`src/rtl/rr_mux_reg_pkg.sv`:
```
// Shared helpers for the round-robin arbitrating mux.
package mux_pkg;

  // Channel-index width; never narrower than one bit so N=1..2 still gets a usable index.
  function automatic int unsigned clog2_min1(input int unsigned n);
    return (n <= 2) ? 1 : $clog2(n);
  endfunction

endpackage

```
`src/rtl/rr_mux_reg_if.sv`:
```
// Input-channel and output-word handshake bundle for rr_mux_reg.
interface rr_mux_reg_if
  import mux_pkg::*;
#(
  parameter int unsigned N = 8,
  parameter int unsigned W = 64
);

  localparam int unsigned SEL_W = clog2_min1(N);

  logic [N-1:0]     in_valid;
  logic [N*W-1:0]   in_data;
  logic [N-1:0]     in_ready;
  logic             out_valid;
  logic [W-1:0]     out_data;
  logic [SEL_W-1:0] out_chan;
  logic             out_ready;

  // Master drives the channel requests and consumes the output word.
  modport master (
    output in_valid, in_data, out_ready,
    input  in_ready, out_valid, out_data, out_chan
  );

  // Slave is the arbitrating mux itself.
  modport slave (
    input  in_valid, in_data, out_ready,
    output in_ready, out_valid, out_data, out_chan
  );

endinterface

```
`src/rtl/rr_mux_reg_pick.sv`:
```
// Combinational round-robin / fixed-priority pick of one requester.
module rr_pick
  import mux_pkg::*;
#(
  parameter int unsigned N = 8,
  localparam int unsigned SEL_W = clog2_min1(N)
) (
  input  logic [N-1:0]     req,
  input  logic [SEL_W-1:0] start,
  input  logic             fixed,
  output logic             gnt_vld,
  output logic [SEL_W-1:0] gnt_idx
);

  logic [SEL_W-1:0] eff_start;
  logic             hit_hi;
  logic [SEL_W-1:0] idx_hi;
  logic [SEL_W-1:0] idx_lo;

  // Lowest requester at or above the start index wins; otherwise wrap to the lowest overall.
  always_comb begin
    eff_start = fixed ? '0 : start;
    hit_hi    = 1'b0;
    idx_hi    = '0;
    idx_lo    = '0;
    for (int i = N - 1; i >= 0; i--) begin
      if (req[i]) begin
        idx_lo = SEL_W'(i);
        if (SEL_W'(i) >= eff_start) begin
          hit_hi = 1'b1;
          idx_hi = SEL_W'(i);
        end
      end
    end
    gnt_vld = |req;
    gnt_idx = hit_hi ? idx_hi : idx_lo;
  end

endmodule

```
`src/rtl/rr_mux_reg.sv`:
```
// N-channel arbitrating mux with a registered output word and its source index.
module rr_mux_reg
  import mux_pkg::*;
#(
  parameter int unsigned N = 8,
  parameter int unsigned W = 64
) (
  input  logic          clk,
  input  logic          reset_n,
  input  logic          prio_mode,
  rr_mux_reg_if.slave   bus
);

  localparam int unsigned SEL_W = clog2_min1(N);

  logic             gnt_vld;
  logic [SEL_W-1:0] gnt_idx;
  logic             load_en;
  logic             xfer;
  logic [W-1:0]     sel_data;

  logic             out_valid_q, out_valid_d;
  logic [W-1:0]     out_data_q, out_data_d;
  logic [SEL_W-1:0] out_chan_q, out_chan_d;
  logic [SEL_W-1:0] ptr_q, ptr_d;

  rr_pick #(
    .N (N)
  ) u_pick (
    .req     (bus.in_valid),
    .start   (ptr_q),
    .fixed   (prio_mode),
    .gnt_vld (gnt_vld),
    .gnt_idx (gnt_idx)
  );

  // Accept strobe; gated by reset so no channel sees a ready while the block is held.
  always_comb begin
    load_en      = reset_n && (!out_valid_q || bus.out_ready);
    xfer         = gnt_vld && load_en;
    bus.in_ready = xfer ? (N'(1) << gnt_idx) : '0;
  end

  // W-bit N:1 select of the granted channel's word.
  always_comb begin
    sel_data = '0;
    for (int i = 0; i < N; i++) begin
      if (gnt_idx == SEL_W'(i)) sel_data = bus.in_data[i*W +: W];
    end
  end

  // Next state of the output register and the round-robin pointer.
  always_comb begin
    out_valid_d = out_valid_q;
    out_data_d  = out_data_q;
    out_chan_d  = out_chan_q;
    ptr_d       = ptr_q;
    if (xfer) begin
      out_valid_d = 1'b1;
      out_data_d  = sel_data;
      out_chan_d  = gnt_idx;
      if (!prio_mode) begin
        ptr_d = (gnt_idx == SEL_W'(N - 1)) ? '0 : gnt_idx + SEL_W'(1);
      end
    end else if (load_en) begin
      // Draining (or already empty) with nothing to load; data/chan keep stale values.
      out_valid_d = 1'b0;
    end
  end

  // State registers; asynchronous reset discards any held word.
  always_ff @(posedge clk or negedge reset_n) begin
    if (!reset_n) begin
      out_valid_q <= 1'b0;
      out_data_q  <= '0;
      out_chan_q  <= '0;
      ptr_q       <= '0;
    end else begin
      out_valid_q <= out_valid_d;
      out_data_q  <= out_data_d;
      out_chan_q  <= out_chan_d;
      ptr_q       <= ptr_d;
    end
  end

  assign bus.out_valid = out_valid_q;
  assign bus.out_data  = out_data_q;
  assign bus.out_chan  = out_chan_q;

endmodule

```
`src/flat_wrapper.sv`:
```
// flat-port wrapper written by rule: the top's interface ports become plain ports
module rr_mux_reg_flat import mux_pkg::*;
#(
  parameter int unsigned N = 8,
  parameter int unsigned W = 64
)
  (clk, reset_n, prio_mode, bus_in_valid, bus_in_data, bus_out_ready, bus_in_ready, bus_out_valid, bus_out_data, bus_out_chan);
  rr_mux_reg_if #(.N(N), .W(W)) bus_i ();
  input  logic clk;
  input  logic reset_n;
  input  logic prio_mode;
  input wire logic [$bits(bus_i.in_valid)-1:0] bus_in_valid;
  input wire logic [$bits(bus_i.in_data)-1:0] bus_in_data;
  input wire logic [$bits(bus_i.out_ready)-1:0] bus_out_ready;
  output wire logic [$bits(bus_i.in_ready)-1:0] bus_in_ready;
  output wire logic [$bits(bus_i.out_valid)-1:0] bus_out_valid;
  output wire logic [$bits(bus_i.out_data)-1:0] bus_out_data;
  output wire logic [$bits(bus_i.out_chan)-1:0] bus_out_chan;
  assign bus_i.in_valid = bus_in_valid;
  assign bus_i.in_data = bus_in_data;
  assign bus_i.out_ready = bus_out_ready;
  assign bus_in_ready = bus_i.in_ready;
  assign bus_out_valid = bus_i.out_valid;
  assign bus_out_data = bus_i.out_data;
  assign bus_out_chan = bus_i.out_chan;
  rr_mux_reg #(.N(N), .W(W)) u_core (.clk(clk), .reset_n(reset_n), .prio_mode(prio_mode), .bus(bus_i));
endmodule
```
`config.mk`:
```
export PLATFORM = sky130hd
export DESIGN_NAME = rr_mux_reg_flat
export DESIGN_NICKNAME = d
export VERILOG_FILES = /design/src/rtl/rr_mux_reg_pkg.sv /design/src/rtl/rr_mux_reg_if.sv /design/src/rtl/rr_mux_reg_pick.sv /design/src/rtl/rr_mux_reg.sv /design/src/flat_wrapper.sv
export SDC_FILE = /design/constraint.sdc
export NUM_CORES = 1
export LEC_CHECK = 0
export CORE_AREA = 8 8 224 226
export CTS_CLUSTER_DIAMETER = 150
export CTS_CLUSTER_SIZE = 12
export DETAILED_ROUTE_END_ITERATION = 7
export DIE_AREA = 0 0 232 234
export PLACE_DENSITY = 0.45
export SLEW_MARGIN = 30
export SYNTH_ARGS = -nofsm -noshare
export SYNTH_HDL_FRONTEND = slang
export SYNTH_SLANG_ARGS = --single-unit
```
`constraint.sdc`:
```
create_clock -name clk -period 7.18 [get_ports clk]
set_input_delay 1.795 -clock clk [delete_from_list [all_inputs] [get_ports clk]]
set_output_delay 1.795 -clock clk [all_outputs]
set_load 0.05 [all_outputs]
```
Word level (Yosys, flattened, before mapping). Cells that the tools add are included.

$add $sub $neg: 1. Multiply operators: 0. Div/mod/pow operators: 0. $lt $le $gt $ge: 8. Equality and inequality tests: 7. Shifts and indexed selects: 1. Muxes and demuxes: 54. Bitwise operators: 1. Reduce and logical (&&, ||, !) cells: 8.

Operators with widths (number): $mux W64 (8); $mux W3 (27); $mux W1 (18); $eq A3 B3 Y1 const B (4); $ge A3 B3 Y1 const A (4); $mux W8 (1); $reduce_or A8 Y1 (1); $shl A1 B3 Y8 const A (1); $eq A3 B2 Y1 const B (2); $ge A1 B3 Y1 const A (2); $ge A2 B3 Y1 const A (2); $add A3 B1 Y3 const B (1); $eq A3 B1 Y1 const B (1); $logic_not A3 Y1 (1); $logic_and A1 B1 Y1 (2); $reduce_and A2 Y1 (1); $reduce_bool A2 Y1 (1); $logic_not A1 Y1 (1); $logic_or A1 B1 Y1 (1); $not A1 Y1 (1).

Bits in registers: 71. Bits in latches: 0. RAM bits: 0. Bits in read-only memories: 0. Input bits: 524. Output and inout port bits: 76. Word-level logic and storage cells: 84. Memories kept: 0.

Logic depth before layout (Yosys ltp).
Depth after elaboration: 28. Gate-level depth with buffers: 18. Mapped depth without buffers: 14.

Hierarchy. Synthesis repeated with hierarchy kept, for this count alone.

Cell total of the unflattened synthesis: 1303. Area, all modules: 8529.4 um^2.

Modules (own cells, without submodules): rr_mux_reg (times used 1, cells an instance 1255, area each 8225.4 um^2, sequential area each 1776.7 um^2); rr_pick (times used 1, cells an instance 48, area each 304.0 um^2, sequential area each 0.0 um^2).

Least setup slack after synthesis. No wires, ideal clock.

Path type: input port to output port. From: input prio_mode. To: output bus_in_ready[3]. Arrival time: 4.581 ns. Data required time: 5.385 ns. Setup slack: 0.804 ns. Cell stages on the path: 14. Path buffers: 6. Cell sequence: clkbuf_1 nand4b_1 a21oi_1 o221ai_2 and2_1 buf_4 inv_2 buf_4 buf_6 ha_1 clkbuf_1 clkinv_1 clkbuf_1 nor2_1.

Cells in the longest elaborated chain, start to end: 21. Elaborated cells on any way between the ends: 44. Classes of those cells: order compare: 8; shift: 1; mux: 35.

Ends and longest elaborated chain: from (decl) (RTL line flat_wrapper.sv:11) `input logic prio_mode;`; $mux W3 * (RTL line rr_mux_reg_pick.sv:22) `eff_start = fixed ? '0 : start;`; $ge A3 B3 Y1 (RTL line rr_mux_reg_pick.sv:29) `if (SEL_W'(i) >= eff_start) begin`; $mux W3 / $mux W1 (equally long branches) (RTL line rr_mux_reg_pick.sv:29); $mux W3 / $mux W1 (equally long branches) (RTL line rr_mux_reg_pick.sv:27) `if (req[i]) begin`; $mux W3 / $mux W1 (equally long branches) (RTL line rr_mux_reg_pick.sv:29); $mux W3 / $mux W1 (equally long branches) (RTL line rr_mux_reg_pick.sv:27); $mux W3 / $mux W1 (equally long branches) (RTL line rr_mux_reg_pick.sv:29); $mux W3 / $mux W1 (equally long branches) (RTL line rr_mux_reg_pick.sv:27); (+5 left out); $mux W3 / $mux W1 (equally long branches) (RTL line rr_mux_reg_pick.sv:27); $mux W3 / $mux W1 (equally long branches) (RTL line rr_mux_reg_pick.sv:29); $mux W3 / $mux W1 (equally long branches) (RTL line rr_mux_reg_pick.sv:27); $mux W3 / $mux W1 (equally long branches) (RTL line rr_mux_reg_pick.sv:29); $mux W3 / $mux W1 (equally long branches) (RTL line rr_mux_reg_pick.sv:27); $mux W3 * (RTL line rr_mux_reg_pick.sv:36) `gnt_idx = hit_hi ? idx_hi : idx_lo;`; $shl A1 B3 Y8 * (RTL line rr_mux_reg.sv:41) `bus.in_ready = xfer ? (N'(1) << gnt_idx) : '0;`; $mux W8 * (RTL line rr_mux_reg.sv:41); to (decl) (RTL line flat_wrapper.sv:15) `output wire logic [$bits(bus_i.in_ready)-1:0] bus_in_ready;`.

Every way passes the cells marked *; elsewhere a longest branch is shown, timed or not.

Worst setup path in the final report.
From: input bus_in_valid[3]. To: output bus_in_ready[5].

Cells in the longest elaborated chain, start to end: 10. Elaborated cells on any way between the ends: 23. Classes of those cells: shift: 1; mux: 20; reduce/logical: 2.

Ends and longest elaborated chain: from (decl) (RTL line flat_wrapper.sv:12) `input wire logic [$bits(bus_i.in_valid)-1:0] bus_in_valid;`; $mux W3 / $mux W1 (equally long branches) (RTL line rr_mux_reg_pick.sv:27); $mux W3 / $mux W1 (equally long branches) (RTL line rr_mux_reg_pick.sv:29); $mux W3 / $mux W1 (equally long branches) (RTL line rr_mux_reg_pick.sv:27); $mux W3 / $mux W1 (equally long branches) (RTL line rr_mux_reg_pick.sv:29); $mux W3 / $mux W1 (equally long branches) (RTL line rr_mux_reg_pick.sv:27); $mux W3 / $mux W1 (equally long branches) (RTL line rr_mux_reg_pick.sv:29); $mux W3 / $mux W1 (equally long branches) (RTL line rr_mux_reg_pick.sv:27); $mux W3 (RTL line rr_mux_reg_pick.sv:36); $shl A1 B3 Y8 (RTL line rr_mux_reg.sv:41); $mux W8 * (RTL line rr_mux_reg.sv:41).

Marked as above.

==> flow_summary.yaml <==
clock_tree:
  cts-root-buf: "clkbuf_16"
  clkLatencyLatePin_ns: 0.36
  post-cts-setup-buffers: 0
  numCtsBuffers: 9
  cts_hold_buffers: 0
  cts-htree-levels: 3
  clk_pin_slew_ns: 0.06
  cts_tree: "yes"
  cts_sinks: 71
  clockBufferDepth: 2
  ctsResizeCount: 0
critical_path:
  reg2regPathDepth: 14
  arrival_ns: 4.53
  crit_start: "bus_in_valid[3]"
  r2r_slack_ns: 3.09
  critical-path-top-delay-family: "simple AND/OR/NAND/NOR gates"
  cp_max_fo: 35
  cp_cell_sequence: "clkdlybuf4s50_1 > or2_1 > or3_4 > o221ai_2 > and2_4 > inv_2 > nor3_1 > buf_12"
  critPathBufInv: 3
  critical-path-slowest-cell: "and2_4"
  worstReg2RegStart: "u_core.ptr_q[2]"
  critical_path_class: "input port to output port"
  cp-start-kind: "input port"
  crit_cells: 8
  cp.required_ns: 5.39
  cpPeakStageDelay_ns: 0.52
  crit_path_end_kind: "output port"
timing:
  slew_headroom_pct: 36.40
  period_share_pct: 88.12
  hold_violations: 0
  setup_slack_ns: 0.8531
  worst_slew_pin_slew_ns: 0.9540
  maxSlewViolCount: 0
  finalSetupViolCount: 0
  fmax_ghz: 0.1581
  grt_setup_unrepaired: "false"
  finalClockSkew_ns: 0.009504
  finalSetupTns_ns: 0
  period_needed_ns: 6.327
floorplanning:
  dieWidth_um: 232
  initial_core_util_pct: 17.84
  num_rows: 80
  die_area_um2: 54290
  chipHeight_um: 234
  core-area_um2: 46840
  io-pin-count: 600
route:
  ant_nets: 0
  wl_mm: 62.11
  first_pass_iters: 7
  viasPerCell: 5.084
  drc: 0
  wl_per_cell_um: 25.32
  drtIter0Drc: 954
  vias: 12470
worst_hold_path:
  hold_path_depth: 2
  hp-class: "flop to flop"
  min_from: "u_core.bus.out_chan[1]"
outcome:
  outcome: "completed"
pwr:
  sequentialPowerShare_pct: 15.1
  clock_power_share_pct: 10.5
  intPower_mw: 2.119
  swShare_pct: 56.13
  p_per_area_nw_per_um2: 316.4
  cellLeakagePower_nw: 5.750
  p_total_mw: 4.831
  power_switching_mw: 2.712
  combPwrFrac_pct: 74.4
  worst_ir_drop_vdd_uv: 210.8
synthesis:
  ys_seq_area_share_pct: 21.25
  async_reset_ff_share_pct: 100.0
  yosysTopAreaCell: "dfrtp_1"
  syn_inst: 1326
  synth_area_leaders: "dfrtp_1, nand2_1, a21oi_1, o21ai_0, and3_1"
  synth_edf_count: 0
  synthFlopType: "dfrtp_1"
  synth_top_area_share_pct: 21.25
  synth.net_count: 1856
  netlist_area_um2: 8359
  synthTopCellsByCount: "nand2_1, a21oi_1, o21ai_0"
  synth_area_per_cell_um2: 6.304
  yosysUniqueCellTypes: 41
  ys.warnings.count: 0
  synth-seq-cells: 71
  synthMostInstantiatedCell: "nand2_1"
placed_design:
  dp_slack_ns: 0.8224
  portBuffers: 599
  gp_congestion: 0.8527
  placed_cells: 2425
  dp_hpwl_mm: 46.21
global_routing:
  grt_pass1_wl_mm: 87.66
  grt_max_degree: 146
  grt_antenna_before_repair: 17
  grt_pass1_vias: 13010
  overflow: 0
  grt_usage_pct: 21.52
finish:
  syn2layout_area_growth_pct: 82.68
  final_util_pct: 32.60
  finalNonFillerCells: 2453
  layout.nets: 2351
  nFillCells: 5111
  drive_gt1_share_pct: 3.779
job:
  maxCapViolations: 0
[worst min-delay path: cells and delay by family, from the launching register on]
kind	cells	cell delay, ns
flip-flops	1	0.35
AO/OA/AOI/OAI	1	0.06
AND/OR/NAND/NOR	1	0.05
[state kept, by name, indices dropped and copies added (netlist names)]
name and count:
u_core.ptr_q 3, u_core.bus.out_chan 3, u_core.bus.out_data 64, u_core.bus.out_valid 1
[power by group through the flow]
stage | clock network [mW] | logic [mW] | registers (mW)
3_3_place_gp | 0 | 3.61 | 0.723
2_1_floorplan | 0 | 1.48 | 1.33
3_5_place_dp | 0 | 3.63 | 0.727
4_1_cts | 0.528 | 3.64 | 0.725
5_1_grt | 0.537 | 3.87 | 0.752
6_report | 0.507 | 3.59 | 0.729
[cell type report]
class / instances / area [µm²] / area share [%]
timing repair buffer: 625 / 6276 / 41.10
inverter: 68 / 256.5 / 1.680
antenna: 12 / 30.03 / 0.1966
tap: 615 / 769.5 / 5.039
clock buffer: 13 / 270.3 / 1.770
clock inverter: 3 / 40.04 / 0.2622
sequential: 71 / 1777 / 11.63
multi-input combinational: 1046 / 5852 / 38.32
[placed cells by master, fill, tap and decap left out, types with 12 or more instances in the layout]
| master | count |
|---|---|
| o311ai_0 | 19 |
| nand3b_1 | 35 |
| a222oi_1 | 31 |
| buf_4 | 27 |
| diode_2 | 12 |
| o22ai_1 | 40 |
| o311ai_1 | 12 |
| a32oi_1 | 32 |
| o21ai_0 | 169 |
| a22oi_1 | 22 |
| and3_1 | 79 |
| nand2b_1 | 36 |
| inv_1 | 65 |
| dfrtp_1 | 71 |
| clkdlybuf4s50_1 | 590 |
| nand2_1 | 295 |
| a21oi_1 | 197 |
| a31oi_1 | 34 |
[per-layer routing]
layer  global-route usage (%)  vias to the layer above  routed length [µm]
met4                    10.64                       10                2637
met5                        0                        -                  66
met1                    24.29                     5878               24110
li1                         -                     5836                   -
met2                    36.58                      646               29970
met3                    6.568                      100                5324
[cells by family after synthesis]
group / count (synthesis) / synth area share (%)
and+or+nand+nor: 468 / 26.37
buffers and inverters: 209 / 10.10
AOI/OAI and AO/OA: 571 / 41.24
DFF: 71 / 21.25
adders and majority gates: 6 / 0.8980
muxes: 1 / 0.1347
[stage by stage]
| step | cell area (µm²) | hold WS (ns) |
|---|---|---|
| global placement | 14900 | 0.4701 |
| CTS | 15240 | 0.5015 |
| detailed placement | 14930 | 0.4811 |
| floorplan | 8359 | 0.5760 |
| finish | 15270 | 0.4965 |
| global route | 15260 | 0.5290 |
[final timing paths]
check	to
worst max-delay path	bus_in_ready[5]
worst min-delay path	u_core.bus.out_chan[1]
worst max register to register	u_core.bus.out_data[39]
worst min register to register	u_core.bus.out_chan[1]
max in group asynchronous	u_core.bus.out_data[12]
min in group asynchronous	u_core.bus.out_data[54]
(Power assumes the default switching activity.)
